[config.mk]
export PLATFORM = sky130hd
export DESIGN_NAME = region_color_detector
export DESIGN_NICKNAME = d
export VERILOG_FILES = /design/src/rtl/region_color_detector_pkg.sv /design/src/rtl/region_color_detector_classifier.sv /design/src/rtl/region_color_detector.sv
export SDC_FILE = /design/constraint.sdc
export NUM_CORES = 1
export LEC_CHECK = 0
export CAP_MARGIN = 20
export CELL_PAD_IN_SITES_DETAIL_PLACEMENT = 1
export CELL_PAD_IN_SITES_GLOBAL_PLACEMENT = 2
export CORE_UTILIZATION = 30
export CTS_BUF_LIST = sky130_fd_sc_hd__clkbuf_4 sky130_fd_sc_hd__clkbuf_8 sky130_fd_sc_hd__clkbuf_16
export DETAILED_ROUTE_END_ITERATION = 7
export GPL_TIMING_DRIVEN = 1
export PLACE_DENSITY = 0.63
export RECOVER_POWER = 25
export SYNTH_ARGS = -nofsm -noshare
export SYNTH_HDL_FRONTEND = slang
export SYNTH_SLANG_ARGS = --single-unit
[constraint.sdc]
create_clock -name clk -period 10.5 [get_ports clk]
set_input_delay 1.05 -clock clk [delete_from_list [all_inputs] [get_ports clk]]
set_output_delay 1.05 -clock clk [all_outputs]
set_load 0.05 [all_outputs]
[src/rtl/region_color_detector_pkg.sv]
// region_det_pkg: shared types, reset defaults and helpers for the region color detector.
package region_det_pkg;
  typedef enum logic [1:0] {CLS_RED, CLS_GREEN, CLS_BLUE, CLS_BLACK} color_class_e;
  localparam int THR_W = 16;
  localparam int STB_W = 4;
  typedef struct packed {
    logic [9:0]       x;
    logic [9:0]       y;
    color_class_e     color;
    logic [THR_W-1:0] thresh;
  } region_cfg_t;
  localparam logic [9:0] DEF_X0 = 10'd170;
  localparam logic [9:0] DEF_X1 = 10'd450;
  localparam logic [9:0] DEF_Y0 = 10'd125;
  localparam logic [9:0] DEF_Y1 = 10'd335;
  function automatic region_cfg_t default_cfg(input int idx);
    region_cfg_t c;
    c.x      = idx[0] ? DEF_X1 : DEF_X0;
    c.y      = idx[1] ? DEF_Y1 : DEF_Y0;
    c.color  = idx == 0 ? CLS_BLUE : idx == 1 ? CLS_RED : idx == 2 ? CLS_BLACK : CLS_GREEN;
    c.thresh = THR_W'(idx < 4);
    return c;
  endfunction
endpackage

[src/rtl/region_color_detector_classifier.sv]
// pixel_color_classifier: combinational RGB444 class vector {black, blue, green, red}.
module pixel_color_classifier #(
  parameter int GRAY_TH = 2,
  parameter int BLACK_TH = 2
) (
  input  logic [3:0] r_i,
  input  logic [3:0] g_i,
  input  logic [3:0] b_i,
  output logic [3:0] cls_o
);
  logic [3:0] mx_rg, mn_rg, mx, mn;
  logic gray, black;
  always_comb begin
    mx_rg = r_i > g_i ? r_i : g_i;
    mn_rg = r_i < g_i ? r_i : g_i;
    mx    = mx_rg > b_i ? mx_rg : b_i;
    mn    = mn_rg < b_i ? mn_rg : b_i;
    gray  = (5'(mx) - 5'(mn)) < 5'(GRAY_TH);
    black = 5'(mx) <= 5'(BLACK_TH);
    cls_o = {black, !gray && mx == b_i, !gray && mx == g_i, !gray && mx == r_i};
  end
endmodule

[src/rtl/region_color_detector.sv]
// region_color_detector: counts class-matching pixels per programmable region each frame,
// latching per-frame pass flags and a HOLD_FRAMES-debounced version.
module region_color_detector
  import region_det_pkg::*;
#(
  parameter int N_REG = 4,
  parameter int REG_SIZE = 20,
  parameter int CNT_W = 9,
  parameter int GRAY_TH = 2,
  parameter int BLACK_TH = 2,
  parameter int HOLD_FRAMES = 3,
  localparam int IDX_W = N_REG > 1 ? $clog2(N_REG) : 1
) (
  input  logic             clk,
  input  logic             reset,
  input  logic             vsync,
  input  logic             DE,
  input  logic [9:0]       x_pixel,
  input  logic [9:0]       y_pixel,
  input  logic [3:0]       r_in,
  input  logic [3:0]       g_in,
  input  logic [3:0]       b_in,
  input  logic             cfg_we,
  input  logic [IDX_W-1:0] cfg_idx,
  input  logic [9:0]       cfg_x,
  input  logic [9:0]       cfg_y,
  input  logic [1:0]       cfg_color,
  input  logic [CNT_W-1:0] cfg_thresh,
  output logic [N_REG-1:0] pass,
  output logic [N_REG-1:0] pass_stable,
  output logic             all_pass,
  output logic             frame_done
);
  logic [3:0] cls, cls_q;
  logic vs_q, frame_end, done_q, all_q;
  logic [N_REG-1:0] in_d, in_q, hit, en, pass_d, stable_d, pass_q, stable_q;
  logic [CNT_W-1:0] cnt_q [N_REG];
  logic [STB_W-1:0] stb_d [N_REG];
  logic [STB_W-1:0] stb_q [N_REG];
  region_cfg_t act_q [N_REG];
  region_cfg_t shd_q [N_REG];
  region_cfg_t shd_d [N_REG];

  pixel_color_classifier #(.GRAY_TH(GRAY_TH), .BLACK_TH(BLACK_TH)) u_cls (
    .r_i(r_in), .g_i(g_in), .b_i(b_in), .cls_o(cls)
  );

  assign frame_end = !vs_q && vsync;

  always_comb begin
    shd_d = shd_q;
    if (cfg_we && 32'(cfg_idx) < 32'(N_REG))
      shd_d[cfg_idx] = '{x: cfg_x, y: cfg_y, color: color_class_e'(cfg_color), thresh: THR_W'(cfg_thresh)};
    for (int i = 0; i < N_REG; i++) begin
      en[i]       = act_q[i].thresh != '0;
      in_d[i]     = DE &&
                    {1'b0, x_pixel} >= {1'b0, act_q[i].x} && {1'b0, x_pixel} < {1'b0, act_q[i].x} + 11'(REG_SIZE) &&
                    {1'b0, y_pixel} >= {1'b0, act_q[i].y} && {1'b0, y_pixel} < {1'b0, act_q[i].y} + 11'(REG_SIZE);
      hit[i]      = in_q[i] && cls_q[act_q[i].color] && en[i];
      pass_d[i]   = en[i] && THR_W'(cnt_q[i]) >= act_q[i].thresh;
      stb_d[i]    = pass_d[i] ? (stb_q[i] == STB_W'(HOLD_FRAMES) ? stb_q[i] : stb_q[i] + 1'b1) : '0;
      stable_d[i] = stb_d[i] == STB_W'(HOLD_FRAMES);
    end
  end

  always_ff @(posedge clk) begin
    if (reset) begin
      vs_q     <= 1'b1;
      cls_q    <= '0;
      in_q     <= '0;
      pass_q   <= '0;
      stable_q <= '0;
      all_q    <= 1'b0;
      done_q   <= 1'b0;
      for (int i = 0; i < N_REG; i++) begin
        act_q[i] <= default_cfg(i);
        shd_q[i] <= default_cfg(i);
        cnt_q[i] <= '0;
        stb_q[i] <= '0;
      end
    end else begin
      vs_q   <= vsync;
      cls_q  <= cls;
      in_q   <= in_d;
      shd_q  <= shd_d;
      done_q <= frame_end;
      if (frame_end) begin
        pass_q   <= pass_d;
        stable_q <= stable_d;
        all_q    <= |en && (stable_d & en) == en;
        act_q    <= shd_d;
        stb_q    <= stb_d;
        for (int i = 0; i < N_REG; i++) cnt_q[i] <= '0;
      end else begin
        for (int i = 0; i < N_REG; i++)
          if (hit[i] && cnt_q[i] != '1) cnt_q[i] <= cnt_q[i] + 1'b1;
      end
    end
  end

  assign pass        = pass_q;
  assign pass_stable = stable_q;
  assign all_pass    = all_q;
  assign frame_done  = done_q;
endmodule

Word-level counts from Yosys, hierarchy flattened
Memories as Yosys holds them, arrays and structs flattened.
Cells that the tools add are included.
- register bits: 339
- bits in latches: 0
- memory bits (writable): 36
- bits in read-only memories: 0
- bits of input ports: 70
- memories kept: 1
- add/sub/neg operators: 17
- $mul: 0
- divide/modulo/power cells: 0
- $lt $le $gt $ge: 32
- equality and inequality tests: 16
- shifts and indexed selects: 0
- muxes and demuxes: 53
- bitwise operators: 10
- reductions and logical operators: 45
- memories (name ; words ; bits a word ; rd ports ; clocked after memory_dff ; wr ports ; line ; source):
    cnt_q ; 4 ; 9 ; 4 ; 0 ; 4 ; region_color_detector.sv:37 ; logic [CNT_W-1:0] cnt_q [N_REG];
- operator list (cell ; number):
    152-bit bitwise mux ; 1
    152-bit 2-to-1 mux ; 1
    10-bit by 5-bit adder with 11-bit output, second input constant ; 8
    10-bit by 11-bit less-than comparator with 1-bit output ; 8
    10-bit >= comparator ; 8
    38-bit demux with 2-bit select ; 1
    9-bit 2-to-1 mux ; 8
    9-bit by 16-bit >= comparator with 1-bit output ; 4
    16-bit nonzero test ; 4
    4-bit 2-to-1 mux ; 12
    1-bit logical AND ; 38
    38-bit 2-to-1 mux ; 1
    9-bit by 1-bit adder with 9-bit output, second input constant ; 4
    9-bit inequality test, second input constant ; 4
    4-bit by 2-bit equality test with 1-bit output, second input constant ; 8
    1-bit 2-to-1 mux ; 25
    4-bit by 1-bit adder with 4-bit output, second input constant ; 4
    4-bit equality test ; 4
    2-bit by 3-bit less-than comparator with 1-bit output, second input constant ; 4
    1-bit binary-select mux with 2-bit select ; 4
    4-bit greater-than comparator ; 2
    4-bit less-than comparator ; 2
    1-bit bitwise OR ; 8
    5-bit by 2-bit less-than comparator with 1-bit output, second input constant ; 1
    8 further kinds ; 9

Logic depth before layout (Yosys ltp)
Gate-level depths: netlist of run 1.
- depth after elaboration: 10
- mapped depth: 23

Hierarchy
Synthesis of run 1 repeated with hierarchy kept, for this count alone.
- cells, all modules: 2003
- area, all modules: 19107.1 um2
- modules (own cells, without submodules) (module ; instances ; cells an instance ; area an instance (um2) ; seq. area each (um2)):
    region_color_detector ; 1 ; 1862 ; 18102.4 ; 7777.5
    pixel_color_classifier ; 1 ; 141 ; 1004.7 ; 0.0

Worst setup path before layout of run 1
No wires, ideal clock.
- path kind: input-to-reg
- start point: input port g_in[1]
- end point: register cls_q[0]
- setup time: 0.134 ns
- data arrival time: 4.972 ns
- data required time: 10.366 ns
- setup slack: 5.394 ns
- cell stages on the path: 19
- path through: clkbuf_1 > inv_1 > ha_1 > nor2b_4 > o211ai_2 > a21boi_4 > mux2_2 > ha_1 > and4_1 > a21oi_2 > buf_2 > a31oi_1 > fa_1 > nor3_1 > a21oi_1 > nor3_1 > nand4_1 > o211ai_2 > nor4_1
- longest elaborated chain between the ends: 8
- elaborated cells on any way between the ends: 13
- ends and longest elaborated chain (item ; line ; source):
    from (decl) ; region_color_detector.sv:21 ; input logic [3:0] g_in,
    4-bit greater-than comparator / 4-bit less-than comparator (equally long branches) ; region_color_detector_classifier.sv:14, region_color_detector_classifier.sv:15 ;
    4-bit 2-to-1 mux, on equally long branches ; region_color_detector_classifier.sv:14, region_color_detector_classifier.sv:15 ;
    4-bit greater-than comparator / 4-bit less-than comparator (equally long branches) ; region_color_detector_classifier.sv:16, region_color_detector_classifier.sv:17 ;
    4-bit 2-to-1 mux, on equally long branches ; region_color_detector_classifier.sv:16, region_color_detector_classifier.sv:17 ;
    4-bit by 4-bit subtractor with 5-bit output ; region_color_detector_classifier.sv:18 ; gray = (5'(mx) - 5'(mn)) < 5'(GRAY_TH);
    5-bit by 2-bit less-than comparator with 1-bit output ; region_color_detector_classifier.sv:18 ;
    1-bit zero test ; region_color_detector_classifier.sv:20 ; cls_o = {black, !gray && mx == b_i, !gray && mx == g_i, !gray && mx == r_i};
    1-bit logical AND (*) ; region_color_detector_classifier.sv:20 ;
    to (signal assigned) ; region_color_detector.sv:83 ; cls_q <= cls;
    to (decl) ; region_color_detector.sv:34 ; logic [3:0] cls, cls_q;
Every way passes the cells marked *; elsewhere a longest branch is shown, timed or not.
A chain may end at the register's enable or synchronous reset.

Worst setup path after layout of run 1
- start point: input port g_in[1]
- end point: register cls_q[1]
The elaborated chain is that of the path after synthesis.

==> impl_metrics.ini, run 1 <==
[worst_setup_path]
worstRegToRegCells = 7
worst-setup-path-type = input pin to flop
crit_chain = clkdlybuf4s50_1 -> inv_1 -> ha_1 -> nor2b_4 -> o211ai_2 -> a21boi_4 -> mux2i_1 -> ha_1 -> and4_1 -> a21oi_2 -> o211a_1 -> o21a_1 -> inv_1 -> fa_1 -> nor3_1 -> a21oi_1 -> nor3_1 -> nand4_1 -> o211ai_2 -> nor4_1
r2r_start = vs_q
cp_slowest_cell = clkdlybuf4s50_1
reg2reg_to = stb_q[4]
critPathArrivalTime_ps = 6160
cp-start-kind = input pin
cp-end-kind = flop
max_stage_delay_ps = 670
cp.required_ps = 10910
reg2reg_slack_ps = 7370
path_max_fanout = 17

[placed_design]
portBuffers = 79
hpwl_mm = 38.1
globalplace.congestion = 0.833
placed_area_um2 = 20600

[hold_path]
hold_class = flop to flop
holdPathStages = 2
min_from = pass[3]
min_to = pass[3]

[yosys]
yosysMostFrequentCell = dfxtp_1
yosys.area.top_type = dfxtp_1
synth.area.top_cells = dfxtp_1 37%, ha_1 14%, mux2i_1 6.8%
synth_cells = 1966
synth_area_um2 = 18900
synth.net_count = 2252
synth_edf_count = 27
ys_ff_latch = 375
yosysSeqAreaShare_pct = 41.1
yosys.area_share.xor_xnor_pct = 3.98
yosys_warnings = 0
netlist_top_cells_count = 348 x dfxtp_1, 215 x ha_1, 175 x nor2_1
synth_fa_ha_area_share_pct = 14.3
synth_compound_area_share_pct = 15.1
synth_top_area_share_pct = 36.8
synth_cell_types = 68
synthFlopType = dfxtp_1
synth-simple-area-share_pct = 13.2
muxShareOfSynthArea_pct = 7.66
syn_area_per_cell_um2 = 9.62
ys_async_sr_fraction_pct = 0
synth_top_family_by_area = compound AO/OA/AOI/OAI gates

[clocking]
cts_resized = 0
clk_path_buf_depth = 3
clkLatencyLatePin_ps = 580
cts_max_level = 2
cts_tree = yes
root_buffer = clkbuf_16
cts.sinks = 375
clk_pin_slew_ps = 60
numCtsBuffers = 46
cts_setup_buffers = 0
cts_hold_buffers = 0

[routing]
vias = 14516
first_pass_iters = 4
drc = 0
ant_nets = 0
drt_iter0_markers = 444
via_per_inst = 5.00
wire_per_inst_um = 18.6
drt_wl_total_mm = 54.1

[floorplan]
fp-row-count = 91
start_util_pct = 30.5
dieArea_um2 = 64100
die_x_um = 253
core_um2 = 62100
fp.dieH_um = 253
io_pins = 80

[global_routing]
antenna_found_initial = 1
globalRouteTotalUtil_pct = 17.3
grt_max_degree = 82
grt_pass1_wl_mm = 87.3
grt_overflow_total = 0
grt_pass1_vias = 15684

[timing]
fmax_mhz = 174
slew_viol_final = 135
tightest_slew_ps = 3420
rsz0062_at_grt = no
setup_violations = 0
max_slew_margin_pct = -128
hold_violations = 0
tns_ps = 0
period_needed_ps = 5750
clock_skew_ps = 15.7
finalCritPeriodShare_pct = 54.7

[power_and_ir_drop]
switchingPower_mw = 0.900
ir_worst_vdd_mv = 0.106
combPwrFrac_pct = 10.9
leakage_nw = 9.49
seqPwrFrac_pct = 42.7
clock_power_share_pct = 46.3
power.density_nw_per_um2 = 158
p_int_mw = 2.59
switching_share_pct = 25.8

[final_layout]
fin_util_pct = 35.6
syn2layout_area_growth_pct = 16.9
fin_nets = 2317
drive_gt1_share_pct = 5.81
finish.instance_area_um2 = 22100
nFillCells = 6989
diodes = 0

[run]
drv_cap = 4

[run_status]
status = complete, but fails checks
violations = capacitance limit, slew limit
-- placed cells by master (no fill, tap or decap), types with 48 or more instances in the layout --
cell             instances
o22ai_1                 70
clkbuf_16               48
mux2i_1                129
xnor2_1                 54
nand2_1                 73
ha_1                   215
nor2_1                 175
o21ai_0                 78
clkdlybuf4s50_1         76
dfxtp_1                348
nand2b_1                71
inv_1                  155
a21oi_1                 70
-- through the flow --
| stage | power (mW) | std cells | setup slack (ps) | hold slack (ps) |
|---|---|---|---|---|
| 6_report | 3.49 | 2904 | 4750 | 442 |
| 2_1_floorplan | 1.76 | 1966 | 5390 | 429 |
| 3_5_place_dp | 1.91 | 2820 | 4150 | 437 |
| 4_1_cts | 3.55 | 2904 | 4770 | 449 |
| 5_1_grt | 3.65 | 2904 | 4320 | 473 |
| 3_3_place_gp | 1.89 | 2820 | 4330 | 430 |
-- critical path, delay by kind of cell --
kind,cells,cell delay (ps)
AO/OA/AOI/OAI,7,1750
multiplexers,1,370
buffers and inverters,3,820
adder cells (fa/ha/maj),3,1010
AND/OR/NAND/NOR,6,1160
-- power by group through the flow --
stage	registers, mW	clock network [mW]	logic (mW)
after floorplan	1.52	0	0.241
after global placement	1.52	0	0.370
after detailed placement	1.52	0	0.385
after CTS	1.49	1.67	0.387
after global routing	1.50	1.73	0.429
final	1.49	1.62	0.382
-- worst max path at each step --
stage	startpoint	end	cells past startpoint
floorplan	g_in[1]	cls_q[0]	19
global placement	g_in[1]	cls_q[1]	20
detailed placement	g_in[1]	cls_q[1]	20
CTS	g_in[1]	cls_q[1]	20
global route	g_in[1]	cls_q[1]	20
finish	g_in[1]	cls_q[1]	20
-- state kept, by name (all words and copies together) (netlist names) --
name	count
act_q	152
shd_q	152
cnt_q	36
stb_q	16
cls_q	4
in_q	4
pass	4
pass_stable	4
all_pass	1
frame_done	1
vs_q	1
-- per-layer routing --
| metal | GRT usage (%) | up-vias | wire (µm) |
|---|---|---|---|
| li1 | - | 7154 | - |
| met3 | 2.60 | 58 | 1490 |
| met2 | 30.6 | 139 | 26300 |
| met4 | 3.77 | 2 | 881 |
| met5 | 0 | - | 13 |
| met1 | 21.9 | 7163 | 25500 |
-- cell type report --
class | count | area [µm²] | share of cell area, %
clock buffers | 68 | 1420 | 6.42
clock inverters | 16 | 145 | 0.656
inverters | 156 | 586 | 2.65
multi-input cells | 1363 | 10300 | 46.5
flip-flops and latches | 375 | 7780 | 35.2
well taps | 837 | 1050 | 4.74
repair buffers | 89 | 848 | 3.84
-- logic make-up (layout without fill, tap and decap cells) --
kind of cell | after synthesis | count (layout)
multiplexers | 139 | 139
buffers and inverters | 228 | 329
AO/OA/AOI/OAI | 423 | 423
flip-flops | 375 | 375
adder cells (fa/ha/maj) | 216 | 216
XOR/XNOR | 86 | 86
AND/OR/NAND/NOR | 499 | 499
Power figures use the tool's default switching activity.
==> run 2, diff against run 1 <==
- PLACE_DENSITY: 0.63 -> 0.66
- clock period: 10.5 -> 5.1 ns (I/O delays scaled with it)
==> impl_metrics.ini, run 2 (synthesis gave the netlist of run 1 again) <==
[worst_setup_path]
reg2reg_to = in_q[2]
path_max_fanout = 5
r2r_start = act_q[60]
cp-end-kind = flop
cp-start-kind = input pin
cp.required_ps = 5540
endpoint = cls_q[0]
worst-setup-path-type = input pin to flop
critPathArrivalTime_ps = 4900
critPathLaunch = g_in[3]
reg2reg_slack_ps = 2300
worstRegToRegCells = 9

[routing]
vias = 14595
via_per_inst = 4.99
drt_iter0_markers = 512
drc = 0
wire_per_inst_um = 18.5
first_pass_iters = 4
drt_wl_total_mm = 54.2
ant_nets = 0

[clocking]
cts_max_level = 2
cts.sinks = 375
root_buffer = clkbuf_16
numCtsBuffers = 46
clk_path_buf_depth = 3
cts_setup_buffers = 0
cts_resized = 0
cts_hold_buffers = 0
cts_tree = yes
clkLatencyLatePin_ps = 590
clk_pin_slew_ps = 60

[floorplan]
fp.dieH_um = 253
core_um2 = 62100
die_x_um = 253
dieArea_um2 = 64100
io_pins = 80
start_util_pct = 30.5
fp-row-count = 91

[placed_design]
hpwl_mm = 38.7
globalplace.congestion = 0.815
dp_cells = 2843
pre_cts_ws_ps = -35.0
portBuffers = 79

[timing]
fmax_mhz = 224
finalCritPeriodShare_pct = 87.6
worst_slack_ps = 635
holdWs_ps = 392
setup_violations = 0
hold_violations = 0
period_needed_ps = 4470
slew_viol_final = 161
tightest_slew_ps = 3220
rsz0062_at_grt = no
clock_skew_ps = 17.4
max_slew_margin_pct = -115

[run_status]
violations = capacitance limit, slew limit
status = complete, but fails checks

[power_and_ir_drop]
power.density_nw_per_um2 = 323
p_total_mw = 7.19
ir_worst_vdd_mv = 0.189
leakage_nw = 9.59

[final_layout]
layout_commonest_cell = dfxtp_1
syn2layout_area_growth_pct = 17.6
largest_registers = act_q (152), shd_q (152), cnt_q (36)
final_cells = 2925
drive_gt1_share_pct = 6.70
diodes = 0
fin_nets = 2340
final_cell_mix = 348 x dfxtp_1, 215 x ha_1, 175 x nor2_1, 155 x inv_1, 129 x mux2i_1
nFillCells = 6975

[run]
drv_cap = 4

[global_routing]
grt_pass1_vias = 15719
globalRouteTotalUtil_pct = 17.3
grt_max_degree = 59
grt_overflow_total = 0
antenna_found_initial = 0
grt_pass1_wl_mm = 87.4

[hold_path]
hold_class = input pin to flop
[run 2: final cells by class]
cell class                      instances  area [µm²]  share of cell area, %
Tap cell                              837        1050                   4.71
Multi-Input combinational cell       1363       10300                   46.2
Sequential cell                       375        7780                   35.0
Timing Repair Buffer                  112        1020                   4.59
Inverter                              156         586                   2.63
Clock buffer                           64        1340                   6.04
Clock inverter                         18         186                  0.838
[run 2: worst min-delay path by stage]
stage / depth (start not counted) / startpoint / slack, ps / to
floorplan: 2 / act_q[104] / 430 / act_q[104]
global placement: 2 / pass[3] / 430 / pass[3]
detailed placement: 2 / pass[1] / 440 / pass[1]
CTS: 2 / reset / 370 / shd_q[60]
global route: 2 / reset / 400 / shd_q[65]
finish: 2 / reset / 390 / shd_q[60]
[run 2: metal layers]
metal / wire (µm) / track usage [%] / vias to the layer above
met5: 0 / 0 / -
met1: 25600 / 22.7 / 7164
met4: 1050 / 4.17 / 0
met3: 1880 / 2.72 / 77
met2: 25700 / 29.6 / 167
li1: - / - / 7187
[run 2: critical path: stages]
cell and delay (ps):
clkdlybuf4s50_1 480, inv_1 70, ha_1 360, a21oi_2 310, nand2_1 160, mux2_2 320
ha_1 300, a2111oi_0 510, nor3_1 210, mux2i_1 210, fa_1 440, nor3_1 190
a21oi_1 60, nor3_1 240, buf_4 160, o2111ai_2 110, o211ai_2 140, nor4_1 100
[run 2: power by group]
part           switching, mW  leakage, nW  internal, mW
registers             0.0407         3.10          3.03
logic                  0.475         5.71         0.348
clock network           1.31        0.774          1.99
total                   1.83         9.59          5.37
[run 2: through the flow]
stage | TNS, ps | utilization (%) | cell area, µm²
6_report | 0 | 35.8 | 22200
5_1_grt | 0 | 35.8 | 22200
4_1_cts | 0 | 35.9 | 22300
3_5_place_dp | -63.6 | 33.4 | 20700
3_3_place_gp | 0 | 33.4 | 20700
2_1_floorplan | 0 | - | 18900
==> run 3, diff against run 2 <==
- MAX_ROUTING_LAYER: unset -> met4
==> impl_metrics.ini, run 3 (synthesis gave the netlist of run 1 again) <==
[clocking]
clkLatencyLatePin_ps = 590
cts_max_level = 2
root_buffer = clkbuf_16
clk_pin_slew_ps = 60
cts.sinks = 375
numCtsBuffers = 46
cts_hold_buffers = 0
cts_setup_buffers = 0
cts_tree = yes
clk_path_buf_depth = 3
cts_resized = 0

[final_layout]
diodes = 0
syn2layout_area_growth_pct = 17.6
drive_gt1_share_pct = 6.70
finish.instance_area_um2 = 22200
multi_input_area_um2 = 10300
final_cell_mix = 348 x dfxtp_1, 215 x ha_1, 175 x nor2_1, 155 x inv_1, 129 x mux2i_1
final_cells = 2925
seq_area_um2 = 7780
layout_commonest_cell = dfxtp_1
nFillCells = 6975
largest_registers = act_q (152), shd_q (152), cnt_q (36)
fin_nets = 2340

[floorplan]
core_um2 = 62100
die_x_um = 253
fp.dieH_um = 253
fp-row-count = 91
start_util_pct = 30.5
dieArea_um2 = 64100
io_pins = 80

[placed_design]
globalplace.congestion = 0.827
dp_cells = 2843
hpwl_mm = 38.7
placed_area_um2 = 20700
portBuffers = 79
pre_cts_ws_ps = -35.0

[worst_setup_path]
cp-start-kind = input pin
critPathArrivalTime_ps = 4900
worst-setup-path-type = input pin to flop
reg2reg_slack_ps = 2330
cp.required_ps = 5530
cp_slowest_cell = a2111oi_0
cp_common_cell = nor3_1
crit_chain = clkdlybuf4s50_1 -> inv_1 -> ha_1 -> a21oi_2 -> nand2_1 -> mux2_2 -> ha_1 -> a2111oi_0 -> nor3_1 -> mux2i_1 -> fa_1 -> nor3_1 -> a21oi_1 -> nor3_1 -> buf_4 -> o2111ai_2 -> o211ai_2 -> nor4_1
path_max_fanout = 5
cp-end-kind = flop
max_stage_delay_ps = 510

[routing]
ant_nets = 0
wire_per_inst_um = 18.6
drc = 0
vias = 14623
via_per_inst = 5.00
drt_iter0_markers = 512
drt_wl_total_mm = 54.3
first_pass_iters = 4

[timing]
tns_ps = 0
hold_violations = 0
fmax_mhz = 224
clock_skew_ps = 18.3
setup_violations = 0
rsz0062_at_grt = no
worst_slack_ps = 633
max_slew_margin_pct = -118
tightest_slew_ps = 3270
period_needed_ps = 4470
slew_viol_final = 161
finalCritPeriodShare_pct = 87.6

[global_routing]
globalRouteTotalUtil_pct = 17.8
antenna_found_initial = 0
grt_pass1_wl_mm = 87.4
grt_pass1_vias = 15717
grt_overflow_total = 0
grt_max_degree = 59

[hold_path]
hold_class = input pin to flop

[run_status]
violations = capacitance limit, slew limit
status = complete, but fails checks

[power_and_ir_drop]
power.density_nw_per_um2 = 323
p_total_mw = 7.19
ir_worst_vdd_mv = 0.189
leakage_nw = 9.59

[run]
drv_cap = 4
[run 3: cell counts in the layout (fill, tap and decap cells not counted)]
Identical to the previous run, type by type.
[run 3: metal layers]
| layer | track usage (%) | wire, µm | vias up |
|---|---|---|---|
| met4 | 4.17 | 1020 | 0 |
| met1 | 22.6 | 25700 | 7186 |
| li1 | - | - | 7194 |
| met5 | - | 0 | - |
| met3 | 2.74 | 1810 | 79 |
| met2 | 29.6 | 25700 | 164 |
[run 3: power breakdown]
group / internal (mW) / total, mW / switching, mW / leakage [nW]
clock: 1.99 / 3.30 / 1.31 / 0.774
sequential: 3.03 / 3.07 / 0.0406 / 3.10
combinational: 0.348 / 0.823 / 0.476 / 5.71
total: 5.37 / 7.19 / 1.83 / 9.59
[run 3: area by class of cell]
cell class                      instances  area share [%]
Clock inverter                         18           0.838
Timing Repair Buffer                  112            4.59
Tap cell                              837            4.71
Multi-Input combinational cell       1363            46.2
Sequential cell                       375            35.0
Inverter                              156            2.63
Clock buffer                           64            6.04
[run 3: final timing paths]
| path | start | cells after the start | to |
|---|---|---|---|
| max | g_in[3] | 18 | cls_q[0] |
| min reg2reg | pass[3] | 2 | pass[3] |
| min | reset | 2 | shd_q[60] |
| max reg2reg | act_q[60] | 9 | in_q[2] |
[run 3: stage by stage]
stage                     util [%]  hold slack, ps
after floorplan                  -             429
after detailed placement      33.4             440
final                         35.8             392
after CTS                     35.9             365
after global placement        33.4             428
after global routing          35.8             396
[run 3: worst max-delay path, delay by kind of cell]
| family | cells | cell delay (ps) |
|---|---|---|
| adder cells (fa/ha/maj) | 3 | 1100 |
| multiplexers | 2 | 530 |
| AO/OA/AOI/OAI | 5 | 1130 |
| AND/OR/NAND/NOR | 5 | 900 |
| buffers and inverters | 3 | 710 |
